### src/rtl/jtag_pkg.sv
`default_nettype none
// ============================================================================
//  Module      : jtag_pkg
//  Description : TAP state codes and instruction opcodes shared by the TAP
//                controller and its FSM.
//  Revision    : 1.0
// ============================================================================
package jtag_pkg;

    localparam logic [3:0] c_TLR      = 4'hF;
    localparam logic [3:0] c_RTI      = 4'hC;
    localparam logic [3:0] c_SEL_DR   = 4'h7;
    localparam logic [3:0] c_CAP_DR   = 4'h6;
    localparam logic [3:0] c_SH_DR    = 4'h2;
    localparam logic [3:0] c_EX1_DR   = 4'h1;
    localparam logic [3:0] c_PAUSE_DR = 4'h3;
    localparam logic [3:0] c_EX2_DR   = 4'h0;
    localparam logic [3:0] c_UPD_DR   = 4'h5;
    localparam logic [3:0] c_SEL_IR   = 4'h4;
    localparam logic [3:0] c_CAP_IR   = 4'hE;
    localparam logic [3:0] c_SH_IR    = 4'hA;
    localparam logic [3:0] c_EX1_IR   = 4'h9;
    localparam logic [3:0] c_PAUSE_IR = 4'hB;
    localparam logic [3:0] c_EX2_IR   = 4'h8;
    localparam logic [3:0] c_UPD_IR   = 4'hD;

    localparam logic [1:0] c_INSTR_SCAN   = 2'b01;
    localparam logic [1:0] c_INSTR_BYPASS = 2'b11;

endpackage
`default_nettype wire

### src/rtl/tap_fsm.sv
`default_nettype none
// ============================================================================
//  Module      : tap_fsm
//  Description : 16-state TAP state register with tms-driven next-state logic.
//  Revision    : 1.0
// ============================================================================
module tap_fsm
    import jtag_pkg::*;
(
    input  logic       clk,
    input  logic       reset,
    input  logic       tms,
    output logic [3:0] state
);

    logic [3:0] r_state;
    logic [3:0] w_next;

    always_comb begin
        w_next = c_TLR;
        case (r_state)
            c_TLR:      w_next = tms ? c_TLR    : c_RTI;
            c_RTI:      w_next = tms ? c_SEL_DR : c_RTI;
            c_SEL_DR:   w_next = tms ? c_SEL_IR : c_CAP_DR;
            c_CAP_DR:   w_next = tms ? c_EX1_DR : c_SH_DR;
            c_SH_DR:    w_next = tms ? c_EX1_DR : c_SH_DR;
            c_EX1_DR:   w_next = tms ? c_UPD_DR : c_PAUSE_DR;
            c_PAUSE_DR: w_next = tms ? c_EX2_DR : c_PAUSE_DR;
            c_EX2_DR:   w_next = tms ? c_UPD_DR : c_SH_DR;
            c_UPD_DR:   w_next = tms ? c_SEL_DR : c_RTI;
            c_SEL_IR:   w_next = tms ? c_TLR    : c_CAP_IR;
            c_CAP_IR:   w_next = tms ? c_EX1_IR : c_SH_IR;
            c_SH_IR:    w_next = tms ? c_EX1_IR : c_SH_IR;
            c_EX1_IR:   w_next = tms ? c_UPD_IR : c_PAUSE_IR;
            c_PAUSE_IR: w_next = tms ? c_EX2_IR : c_PAUSE_IR;
            c_EX2_IR:   w_next = tms ? c_UPD_IR : c_SH_IR;
            c_UPD_IR:   w_next = tms ? c_SEL_DR : c_RTI;
            default:    w_next = c_TLR;
        endcase
    end

    // Reset wins over tms, so a shift in progress is abandoned without an update.
    always_ff @(posedge clk) begin
        if (reset) begin
            r_state <= c_TLR;
        end else begin
            r_state <= w_next;
        end
    end

    assign state = r_state;

endmodule
`default_nettype wire

### src/rtl/tap_controller.sv
`default_nettype none
// ============================================================================
//  Module      : tap_controller
//  Description : TAP controller: strobe decode, bypass register and tdo mux.
//  Revision    : 1.0
// ============================================================================
module tap_controller
    import jtag_pkg::*;
#(
    parameter int                    IR_WIDTH     = 2,
    parameter logic [IR_WIDTH-1:0]   INSTR_SCAN   = IR_WIDTH'(c_INSTR_SCAN),
    parameter logic [IR_WIDTH-1:0]   INSTR_BYPASS = IR_WIDTH'(c_INSTR_BYPASS)
)(
    input  logic                clk,
    input  logic                reset,
    input  logic                tms,
    input  logic                tdi,
    input  logic [IR_WIDTH-1:0] instruction,
    input  logic                ir_tdo,
    input  logic                scan_tdo,
    output logic                ir_shift,
    output logic                ir_capture,
    output logic                ir_update,
    output logic                dr_shift,
    output logic                dr_capture,
    output logic                dr_update,
    output logic                scan_reset,
    output logic                tdo,
    output logic                tdo_en,
    output logic [3:0]          state
);

    logic r_bypass;
    logic w_sel_scan;
    logic w_sel_bypass;

    tap_fsm u_fsm (
        .clk   (clk),
        .reset (reset),
        .tms   (tms),
        .state (state)
    );

    // Only the SCAN opcode reaches scan_block; BYPASS and every unknown opcode use the bypass bit.
    assign w_sel_scan   = (instruction == INSTR_SCAN);
    assign w_sel_bypass = !w_sel_scan || (instruction == INSTR_BYPASS);

    assign ir_shift   = (state == c_SH_IR);
    assign ir_capture = (state == c_CAP_IR);
    assign ir_update  = (state == c_UPD_IR);
    assign dr_shift   = (state == c_SH_DR)  && w_sel_scan;
    assign dr_capture = (state == c_CAP_DR) && w_sel_scan;
    assign dr_update  = (state == c_UPD_DR) && w_sel_scan;
    assign scan_reset = (state == c_TLR);
    assign tdo_en     = (state == c_SH_IR) || (state == c_SH_DR);

    always_ff @(posedge clk) begin
        if (reset) begin
            r_bypass <= 1'b0;
        end else if (w_sel_bypass) begin
            if (state == c_CAP_DR) begin
                r_bypass <= 1'b0;
            end else if (state == c_SH_DR) begin
                r_bypass <= tdi;
            end
        end
    end

    always_comb begin
        tdo = 1'b0;
        if (state == c_SH_IR) begin
            tdo = ir_tdo;
        end else if (state == c_SH_DR) begin
            tdo = w_sel_scan ? scan_tdo : r_bypass;
        end
    end

endmodule
`default_nettype wire
### config.mk
export PLATFORM = sky130hd
export DESIGN_NAME = tap_controller
export DESIGN_NICKNAME = d
export VERILOG_FILES = /design/src/rtl/jtag_pkg.sv /design/src/rtl/tap_fsm.sv /design/src/rtl/tap_controller.sv
export SDC_FILE = /design/constraint.sdc
export NUM_CORES = 1
export LEC_CHECK = 0
export CAP_MARGIN = 20
export CORE_AREA = 2 2 39 41
export DETAILED_ROUTE_END_ITERATION = 10
export DIE_AREA = 0 0 41 43
export GPL_TIMING_DRIVEN = 0
export PLACE_DENSITY_LB_ADDON = 0.05
export SYNTH_ARGS = -nofsm -noshare
export SYNTH_HDL_FRONTEND = slang
export SYNTH_SLANG_ARGS = --single-unit
### constraint.sdc
create_clock -name clk -period 1.7 [get_ports clk]
set_input_delay 0.51 -clock clk [delete_from_list [all_inputs] [get_ports clk]]
set_output_delay 0.51 -clock clk [all_outputs]
set_load 0.02 [all_outputs]
== Yosys cells after proc, flatten, opt, wreduce, memory -nomap -nowiden ==
Index checks and enable logic that the tools add are counted.
Operators by class
  equality and inequality tests: 17
  multiplexer cells: 18
  reductions and logical operators: 12
Operators with widths (count)
  one-hot mux 4 bit (12 select lines): 1
  equality test 4 bit (second input constant): 8
  equality test 4 x 3 -> 1 bit (second input constant): 4
  two-way mux 2 bit: 6
  two-way mux 3 bit: 4
  equality test 4 x 2 -> 1 bit (second input constant): 2
  two-way mux 1 bit: 6
  equality test 4 x 1 -> 1 bit (second input constant): 1
  logical NOT 4 bit: 1
  two-way mux 4 bit: 1
  OR reduction 2 bit: 2
  logical AND 1 bit: 3
  OR reduction 3 bit: 1
  equality test 2 x 1 -> 1 bit (second input constant): 1
  equality test 2 bit (second input constant): 1
  logical OR 1 bit: 2
  AND reduction 2 bit: 1
  nonzero test 2 bit: 1
  logical NOT 1 bit: 1
Word-level totals
  bits in registers: 5
  bits of input ports: 8

== Logic depth before layout (Yosys ltp) ==
  word-level depth: 4
  gate-level depth with buffers: 4

== By module ==
From an unflattened synthesis, not the netlist that was laid out.
Second synthesis, totals
  cells, all modules: 46
  area, all modules: 360.3 um^2
By module, submodules not included
  tap_fsm: times used 1, cells each 24, area each 192.7 um^2, sequential area each 80.1 um^2
  tap_controller: times used 1, cells each 22, area each 167.7 um^2, sequential area each 20.0 um^2

== Worst setup path before layout ==
No wires, ideal clock.
  path kind: flip-flop to output port
  start point: reg u_fsm.r_state[1] (netlist: u_fsm.state[1])
  end point: out dr_shift
  data arrival time: 1.520 ns
  path slack: -0.330 ns
  cell stages (with the launch flop): 3
  cells stage by stage: dfxtp_1 or2b_4 nor4_1
Between the ends
  longest elaborated chain between the ends: 2
RTL lines
  start: declaration: line tap_fsm.sv:16  | logic [3:0] r_state;
  start signal: assignment: line tap_fsm.sv:45  | r_state <= c_TLR;
  start signal: assignment: line tap_fsm.sv:47  | r_state <= w_next;
  equality test 4 x 2 -> 1 bit: line tap_controller.sv:51  | assign dr_shift = (state == c_SH_DR) && w_sel_scan;
  logical AND 1 bit: line tap_controller.sv:51
  end: declaration: line tap_controller.sv:24  | output logic dr_shift,
No other way between the ends.

== Worst setup path after layout ==
  start point: in instruction[1]
  end point: out tdo
Between the ends
  longest elaborated chain between the ends: 4
RTL lines
  start: declaration: line tap_controller.sv:18  | input logic [IR_WIDTH-1:0] instruction,
  equality test 2 x 1 -> 1 bit: line tap_controller.sv:45  | assign w_sel_scan = (instruction == INSTR_SCAN);
  two-way mux 1 bit: line tap_controller.sv:74  | tdo = w_sel_scan ? scan_tdo : r_bypass;
  two-way mux 1 bit: line tap_controller.sv:73  | end else if (state == c_SH_DR) begin
  two-way mux 1 bit: line tap_controller.sv:71  | if (state == c_SH_IR) begin
  end: declaration: line tap_controller.sv:28  | output logic tdo,
No other way between the ends.

==> flow_summary.toml <==
[grt]
grt_pass1_vias = 377
antenna_found_initial = 0
grt-ovfl-total = 0
grt_first_pass_wirelength_microns = 1720
grt_max_degree = 11
grtUsageTotal = 0.144

[hold_path]
whs_path_depth = 2
min_path_type = "flip-flop to flip-flop"

[floorplan]
die_area_sq_um = 1760
num_rows = 14
die_w_microns = 41
die_h_microns = 43
num_io_pins = 21
coreArea_sq_um = 1380
start_util = 0.262

[sta]
rsz0062_at_grt = "true"
slew_viol_final = 0
fin_skew_ns = 0.00284
max_slew_margin = 0.822
finalCritPeriodShare = 1.11
tightestPinTransition_ns = 0.267
finalHoldViolations = 0
tns_ns = -0.538
fmaxAchievable_ghz = 0.530
setup_slack_ns = -0.186
setup_viol = 6
post-route-min-period_ns = 1.89

[placement]
dp_hpwl_microns = 750
dpl.cell_count = 81
port_buffers = 20
routabilityCongestion = 0.669

[setup_path]
critPathMaxStageDelay_ns = 0.30
required_ns = 1.19
cp-end-kind = "output pin"
arrival_ns = 1.38
path_class = "primary input to output pin"
crit_fanout = 2
crit_path_start_kind = "primary input"
path_common_cell = "buf_6"
reg2reg_depth = 4
path_cells = "buf_6 -> nand2b_4 -> mux2_4 -> o211a_4 -> buf_6"
cp_slowest_cell = "mux2_4"

[route]
avgViaCountPerCell = 4.77
vias = 429
avgRoutedWirePerCell_microns = 12.3
final_antenna_net_count = 0
first_iter_violations = 3
drc_errors = 0
finalWirelength_microns = 1110
dr.pass1.iters = 2

[cells_and_area]
antenna_cells = 0
drive_gt1_frac = 0.527
nNetsFinal = 83
areaGrowthSynthToFinish_pct = 94.8
utilization = 0.511
fin_cells = 90

[clock_tree]
cts_tree = "done"
insertion_delay_ns = 0.24
cts_hold_buf = 0
cts_sinks = 5
cts_buffers = 3
cts_buffer_depth = 2
clock-root-buffer = "clkbuf_4"
htree_num_levels = 1
clkSlewWorstSetupHoldPaths_ns = 0.04

[logic_synthesis]
synth_seq_cells = 5
synth-seq-area-share = 0.276
synth.avg_cell_area_sq_um = 8.06
synth_top_family_by_area = "simple AND/OR/NAND/NOR gates"
async_flop_share = 0
synth_compound_area_frac = 0.190
synth_cells = 45
synth-simple-area-share = 0.438
synth.area.mux_share = 0.0586
yosys_warnings = 0
syn-cell-area_sq_um = 363
synth-edff-count = 0
synth.distinct_cells = 26
yosys_most_used_dff = "dfxtp_1"
synth_fa_ha_area_frac = 0
syn-num-nets = 53
synth_xor_area_frac = 0

[status]
violations = "setup timing"
outcome = "finished with violations"

[power_and_ir_drop]
power.density_nw_per_um2 = 713
total_power_mw = 0.504
peakVddDrop_uv = 540
leakage_nw = 0.321

[job]
cap_violations = 0
-- layout make-up --
type,instances,area [sq um]
tap,16,20.0
clock buffer,4,26.3
buffer,2,22.5
inverter,1,3.75
timing repair buffer,25,226
fill,157,677
sequential,5,110
multi-input combinational,37,298
-- where the power goes --
group / switching (mW) / total, mW / internal [mW] / leakage [nW]
combinational: 0.112 / 0.218 / 0.107 / 0.265
sequential: 0.0198 / 0.152 / 0.132 / 0.0409
clock: 0.0453 / 0.134 / 0.0885 / 0.0150
-- flip-flops by register name (all words and copies together), names as in the netlist --
register / flops
r_bypass: 1
u_fsm.state: 4
-- logic make-up after synthesis --
| logic type | Yosys count |
|---|---|
| buf+inv | 3 |
| compound gates | 10 |
| flops | 5 |
| mux | 2 |
| simple gates | 25 |
-- worst max-delay path, delay by kind of cell --
family          cells  cell delay [ns]
buf+inv             2             0.21
compound gates      1             0.23
simple gates        1             0.13
mux                 1             0.30
-- cell usage after synthesis (2+ instances only) --
cell | instances | area share
nor2_1 | 6 | 0.062
nand2_1 | 3 | 0.031
buf_2 | 2 | 0.028
nand2b_1 | 3 | 0.052
a21oi_1 | 4 | 0.055
dfxtp_1 | 5 | 0.28
or3b_1 | 2 | 0.048
nand3_1 | 2 | 0.028
-- final timing paths --
check | startpoint | slack [ns] | endpoint
setup / recovery | instruction[1] | -0.19 | tdo
hold / removal | r_bypass | 0.49 | r_bypass
setup reg to reg | u_fsm.state[1] | 0.38 | u_fsm.state[1]
hold reg to reg | r_bypass | 0.49 | r_bypass
-- layer usage --
layer  global-route usage  vias to the layer above  share of wire
li1                     -                      223              -
met5                    0                        -              0
met1                0.196                      190           0.49
met3               0.0471                        0          0.058
met2                0.200                       16           0.46
met4               0.0600                        0              0
-- stage by stage --
stage,instance area [sq um],setup slack (ns),hold WS [ns]
2_1_floorplan,393,-0.0170,0.445
3_3_place_gp,613,-0.995,0.465
3_5_place_dp,613,-1.01,0.494
4_1_cts,658,-0.222,0.500
5_1_grt,707,-0.196,0.524
6_report,707,-0.186,0.494
-- cells in the final DEF, fill, tap and decap left out, drive strengths merged, types with 2 or more instances in the layout --
master         count
or2b               2
clkbuf             4
dfxtp              5
nand2              3
or3b               2
clkdlybuf4s50      3
nand2b             3
nor2               6
dlygate4sd2        5
a21oi              4
buf               18
nor3b              2
nand3              2
-- timing repair --
action / in CTS / in global routing
buffers inserted: 3 / 2
pin swaps: 4 / 4
setup endpoints to repair: 13 / 10
gates resized for setup: 70 / 12
Power figures use the tool's default switching activity.
==> edit 1 (config.mk and constraints unchanged) <==
Register the inputs `tms`, `tdi`, `instruction`, `ir_tdo` and `scan_tdo` before use. The logic sees them one clock later.
--- a/src/rtl/tap_controller.sv
+++ b/src/rtl/tap_controller.sv
@@ -30,6 +30,20 @@
     output logic [3:0]          state
 );
 
+    logic tms_q;
+    logic tdi_q;
+    logic [IR_WIDTH-1:0] instruction_q;
+    logic ir_tdo_q;
+    logic scan_tdo_q;
+
+    always_ff @(posedge clk) begin
+        tms_q         <= tms;
+        tdi_q         <= tdi;
+        instruction_q <= instruction;
+        ir_tdo_q      <= ir_tdo;
+        scan_tdo_q    <= scan_tdo;
+    end
+
     logic r_bypass;
     logic w_sel_scan;
     logic w_sel_bypass;
@@ -37,13 +51,13 @@
     tap_fsm u_fsm (
         .clk   (clk),
         .reset (reset),
-        .tms   (tms),
+        .tms   (tms_q),
         .state (state)
     );
 
     // Only the SCAN opcode reaches scan_block; BYPASS and every unknown opcode use the bypass bit.
-    assign w_sel_scan   = (instruction == INSTR_SCAN);
-    assign w_sel_bypass = !w_sel_scan || (instruction == INSTR_BYPASS);
+    assign w_sel_scan   = (instruction_q == INSTR_SCAN);
+    assign w_sel_bypass = !w_sel_scan || (instruction_q == INSTR_BYPASS);
 
     assign ir_shift   = (state == c_SH_IR);
     assign ir_capture = (state == c_CAP_IR);
@@ -61,7 +75,7 @@
             if (state == c_CAP_DR) begin
                 r_bypass <= 1'b0;
             end else if (state == c_SH_DR) begin
-                r_bypass <= tdi;
+                r_bypass <= tdi_q;
             end
         end
     end
@@ -69,9 +83,9 @@
     always_comb begin
         tdo = 1'b0;
         if (state == c_SH_IR) begin
-            tdo = ir_tdo;
+            tdo = ir_tdo_q;
         end else if (state == c_SH_DR) begin
-            tdo = w_sel_scan ? scan_tdo : r_bypass;
+            tdo = w_sel_scan ? scan_tdo_q : r_bypass;
         end
     end
 
Behaviour: not the same (Yosys sat finds a counterexample within 4 cycles, from zero or initial values and one cycle with reset high).
==> edit 1 against the unedited design <==
  * The flow still finishes with violations (negative setup slack)
  * Worst setup slack better by 33 ps
  * Routed wire length grew 5.6%
  * Area after synthesis grew 33%
  * Via count grew 11%
  * Power rose by 43%
  * Final area is 24% higher
  * Global-route usage fell by 0.057 points
  * Sequential share of layout area grew 11 points
  * First-iteration DRC count is the same
  * Sequential cell count is 6 higher
  * Largest cell class unchanged
==> edit 1: results (changes against the unedited design) <==
stage;metric;value;unit;change
global_routing;grt_antenna_before_repair;0;;unchanged
clock_network;clk_latency;260;ps;+20 ps
logic_synthesis;synth_cell_types;26;;unchanged
clock_network;h-tree-depth;1;;unchanged
placement;placed_area;718;µm²;+17%
worst_setup_path;crit_slowest_cell;dfxtp_2;;
detailed_routing;routed-via-count;477;;+11%
sta;maxSlewHeadroom;84.1;%;+2.0 points
logic_synthesis;yosysSeqAreaShare;45.6;%;+18 points
sta;worst_slack;-153;ps;+33.5 ps
worst_setup_path;crit_fanout;3;;+1
power;ir_drop;468;µV;-13%
clock_network;clk_pin_slew;70;ps;+30 ps
worst_setup_path;worstPathArrival;1340;ps;-40 ps
global_routing;grt_start_max_net_pins;11;;unchanged
placement;gp_congestion;0.746;;+12%
detailed_routing;first_pass_iters;2;;unchanged
cells_and_area;final_nets;93;;+12%
run_status;violations;negative setup slack;;
global_routing;track_usage;14.3;%;-0.057 points
detailed_routing;drt_iter0_markers;3;;unchanged
cells_and_area;largest_register_ffs;4;;unchanged
sta;final.setup_skew;2.79;ps;-0.0517 ps
sta;setup_viol_count_final;6;;unchanged
run_status;outcome;finished with violations;;
global_routing;grt_pass1_vias;455;;+21%
power;cellLeakagePower;0.388;nW;+21%
logic_synthesis;ys.warnings.count;0;;unchanged
cells_and_area;drive_gt1_share;46.4;%;-6.3 points
placement;io_buffers;20;;unchanged
global_routing;grt_pass1_wl;1.75;mm;+1.6%
cells_and_area;diodes;0;;unchanged
placement;dp_hpwl;742;µm;-1.0%
logic_synthesis;ys_top_cells_by_area;dfxtp_1 (46%), nor2_1 (4.7%), a21oi_1 (4.1%);;
logic_synthesis;synth_nets;59;;+11%
detailed_routing;routedWlPerCell;11.7;µm;-5.0%
logic_synthesis;synth_common_cells;dfxtp_1 (11), nor2_1 (6), a21oi_1 (4);;
sta;setup-tns-final;-556;ps;-17.9 ps
## edit 1: path summary, 6_finish.rpt
kind         depth (start not counted)              to              from  slack, ps
min                                  2        r_bypass          r_bypass        490
min reg2reg                          2        r_bypass          r_bypass        490
max                                  4             tdo  instruction_q[1]       -150
max reg2reg                          5  u_fsm.state[1]    u_fsm.state[0]        310
## edit 1: repair_timing
item | 4_1_cts | 5_1_grt
gates resized for setup | 58 | 18
gates cloned | 0 | 0
endpoints found under the setup margin | 13 | 9
setup buffers | 4 | 5
endpoints found under the hold margin | 0 | 0
pin swaps | 3 | 4
## edit 1: per-layer routing
metal	track usage [%]	vias up	part of all wire, %
met5	0	-	0
met4	6.00	0	0
met3	3.14	0	4.3
met2	20.6	13	48
met1	19.8	216	48
li1	-	248	-
## edit 1: power breakdown
part | switching, mW | internal, mW | leakage (nW)
clock | 0.0852 | 0.0906 | 0.0150
sequential | 0.0238 | 0.280 | 0.0916
combinational | 0.112 | 0.129 | 0.282
## edit 1: area by class of cell
class	count	area [µm²]
Fill cell	127	509
Inverter	1	3.75
Clock buffer	4	26.3
Multi-Input combinational cell	37	298
Tap cell	16	20.0
Buffer	2	26.3
Sequential cell	11	231
Timing Repair Buffer	29	269
## edit 1: logic make-up after synthesis
| family | Yosys count | synth area share, % |
|---|---|---|
| muxes | 2 | 4.40 |
| buffers and inverters | 3 | 2.85 |
| AOI/OAI and AO/OA | 10 | 14.2 |
| DFF | 11 | 45.6 |
| and+or+nand+nor | 25 | 32.9 |
## edit 1: stage by stage
stage                     total power [mW]  worst slack [ps]  std cells  hold slack (ps)  utilization (%)
final                                0.721              -153        100              495             63.2
after global routing                 0.761              -201        100              510             63.2
after CTS                            0.691              -171         95              495             57.3
after detailed placement             0.498              -378         87              480             51.9
after global placement               0.496              -380         87              465             51.9
after floorplan                      0.414             -12.1         51              445                -
## edit 1: worst max-delay path, delay by kind of cell (launching register included)
kind / cells / cell delay [ps]
and+or+nand+nor: 1 / 140
muxes: 1 / 290
DFF: 1 / 310
AOI/OAI and AO/OA: 1 / 210
buffers and inverters: 1 / 130
==> edit 2 (same settings) <==
Made on the original files. Change the parameter `IR_WIDTH` from 2 to 4.
--- a/src/rtl/tap_controller.sv
+++ b/src/rtl/tap_controller.sv
@@ -7,7 +7,7 @@
 module tap_controller
     import jtag_pkg::*;
 #(
-    parameter int                    IR_WIDTH     = 2,
+    parameter int                    IR_WIDTH     = 4,
     parameter logic [IR_WIDTH-1:0]   INSTR_SCAN   = IR_WIDTH'(c_INSTR_SCAN),
     parameter logic [IR_WIDTH-1:0]   INSTR_BYPASS = IR_WIDTH'(c_INSTR_BYPASS)
 )(
Interface: changed (resized instruction); port bits go from 21 to 23. No check against the original RTL was run, so the function may have changed too.
==> edit 2 against the unedited design <==
  * The flow still finishes with violations (negative setup slack)
  * Core utilization up 5.3 points
  * Sequential cell count unchanged
  * Worst setup slack got worse by 330 ps
  * Final area increased by 10%
  * Synthesized cell count increased by 6.7%
  * Area after synthesis rose by 7.2%
  * Fmax shrank 15%
  * Routed wire length rose by 3.2%
  * Power increased by 3.5%
==> edit 2: results (changes against the unedited design) <==
stage;metric;value;unit;change
run_status;outcome;finished with violations;;
run_status;violations;negative setup slack;;
global_routing;grt_start_max_net_pins;11;;unchanged
clock_network;clk_pin_slew;40;ps;about the same
global_routing;grt_antenna_before_repair;0;;unchanged
placement;dp.cells;86;;+6.2%
worst_hold_path;whs_endpoint;r_bypass;;
detailed_routing;drt_iter0_markers;1;;-2
cells_and_area;n_fill_cell;139;;-11%
detailed_routing;wirelength;1.14;mm;+3.2%
placement;gp_congestion;0.667;;-0.24%
cells_and_area;multi_input_area;320;µm²;+7.6%
power;cellLeakagePower;0.353;nW;+10%
global_routing;track_usage;14.9;%;+0.53 points
power;ir_drop;466;µV;-14%
detailed_routing;routed_via_density;4.96;;+4.0%
logic_synthesis;ys_top_cells_by_area;dfxtp_1 (26%), nor2_1 (6.8%), nor4b_4 (6.1%);;
sta;worst_slack;-512;ps;-326 ps
logic_synthesis;synth_cell_types;27;;+3.8%
clock_network;max-clock-path-buffers;2;;unchanged
worst_hold_path;hp-class;register to register;;
sta;worst_hold_slack;499;ps;+5.61 ps
global_routing;grt_pass1_wl;1.75;mm;+2.0%
worst_setup_path;reg2regPathDepth;5;;+1
logic_synthesis;synth_common_cells;nor2_1 (7), dfxtp_1 (5), nand2_1 (5);;
sta;setup-tns-final;-1300;ps;-759 ps
detailed_routing;routedWlPerCell;11.9;µm;-3.3%
cells_and_area;final_nets;91;;+9.6%
clock_network;h-tree-depth;1;;unchanged
logic_synthesis;synth_nets;58;;+9.4%
global_routing;gr-total-overflow;0;;unchanged
worst_hold_path;hold_depth;2;;unchanged
cells_and_area;diodes;0;;unchanged
global_routing;grt_pass1_vias;429;;+14%
cells_and_area;drive_gt1_share;50.0;%;-2.7 points
placement;dp_hpwl;770;µm;+2.7%
sta;maxSlewHeadroom;80.6;%;-1.5 points
logic_synthesis;synth_flop_cell;dfxtp_1;;
placement;io_buffers;22;;+10%
detailed_routing;first_pass_iters;2;;unchanged
worst_setup_path;worstPathArrival;1700;ps;+320 ps
logic_synthesis;yosysSeqAreaShare;25.7;%;-1.9 points
worst_setup_path;reg2reg_from;u_fsm.state[0];;
sta;final.setup_skew;9.16;ps;+6.32 ps
sta;setup_viol_count_final;5;;-1
clock_network;clk_latency;250;ps;
placement;pre_cts_slack;-1280;ps;-268 ps
placement;placed_area;669;µm²;+9.2%
logic_synthesis;async_flop_share;0;%;unchanged
worst_setup_path;r2r-end;r_bypass;;
logic_synthesis;syn_avg_cell_area;8.11;µm²;+0.54%
## edit 2: cell types whose count changed after synthesis, moves of 2 or more
| cell | change |
|---|---|
| buf_2 | -2 |
| clkbuf_1 | +2 |
| nand2_1 | +2 |
| nand3b_1 | +2 |
## edit 2: report_power, final
part           internal, mW  switching (mW)
clock                0.0892          0.0553
sequential            0.130         0.00918
combinational         0.116           0.121
total                 0.336           0.186
## edit 2: what timing repair did
item | in CTS | in global routing
setup buffers | 5 | 1
pin swaps | 3 | 1
gates resized for setup | 77 | 12
endpoints found under the setup margin | 12 | 9
## edit 2: metal layers
| layer | vias to the layer above | part of all wire, % | GRT usage (%) |
|---|---|---|---|
| met5 | - | 0 | 0 |
| met4 | 0 | 3.2 | 10.0 |
| met3 | 5 | 7.8 | 3.14 |
| met2 | 19 | 48 | 23.4 |
| met1 | 216 | 41 | 16.8 |
| li1 | 236 | - | - |
## edit 2: layout make-up
type | instances | area share, %
Multi-Input combinational cell | 38 | 41.0
Timing Repair Buffer | 28 | 32.5
Sequential cell | 5 | 13.3
Buffer | 4 | 6.73
Clock buffer | 4 | 3.37
Tap cell | 16 | 2.56
Inverter | 1 | 0.481
## edit 2: worst max-delay path by stage
stage / from / endpoint
after floorplan: instruction[2] / tdo
after global placement: instruction[2] / tdo
final: instruction[1] / tdo
after CTS: instruction[1] / tdo
after global routing: instruction[1] / tdo
after detailed placement: instruction[2] / tdo
## edit 2: kinds of logic (layout without fill, tap and decap cells)
group	count (synthesis)	count (layout)	share of synthesized area, %
and+or+nand+nor	26	26	43.1
AOI/OAI and AO/OA	10	10	18.0
DFF	5	5	25.7
buffers and inverters	5	37	7.72
muxes	2	2	5.47
## edit 2: worst max-delay path: stages
cell and delay [ps]:
buf_6 100, nor4b_4 280, buf_4 170, mux2_4 290, o211a_4 230, buf_6 120
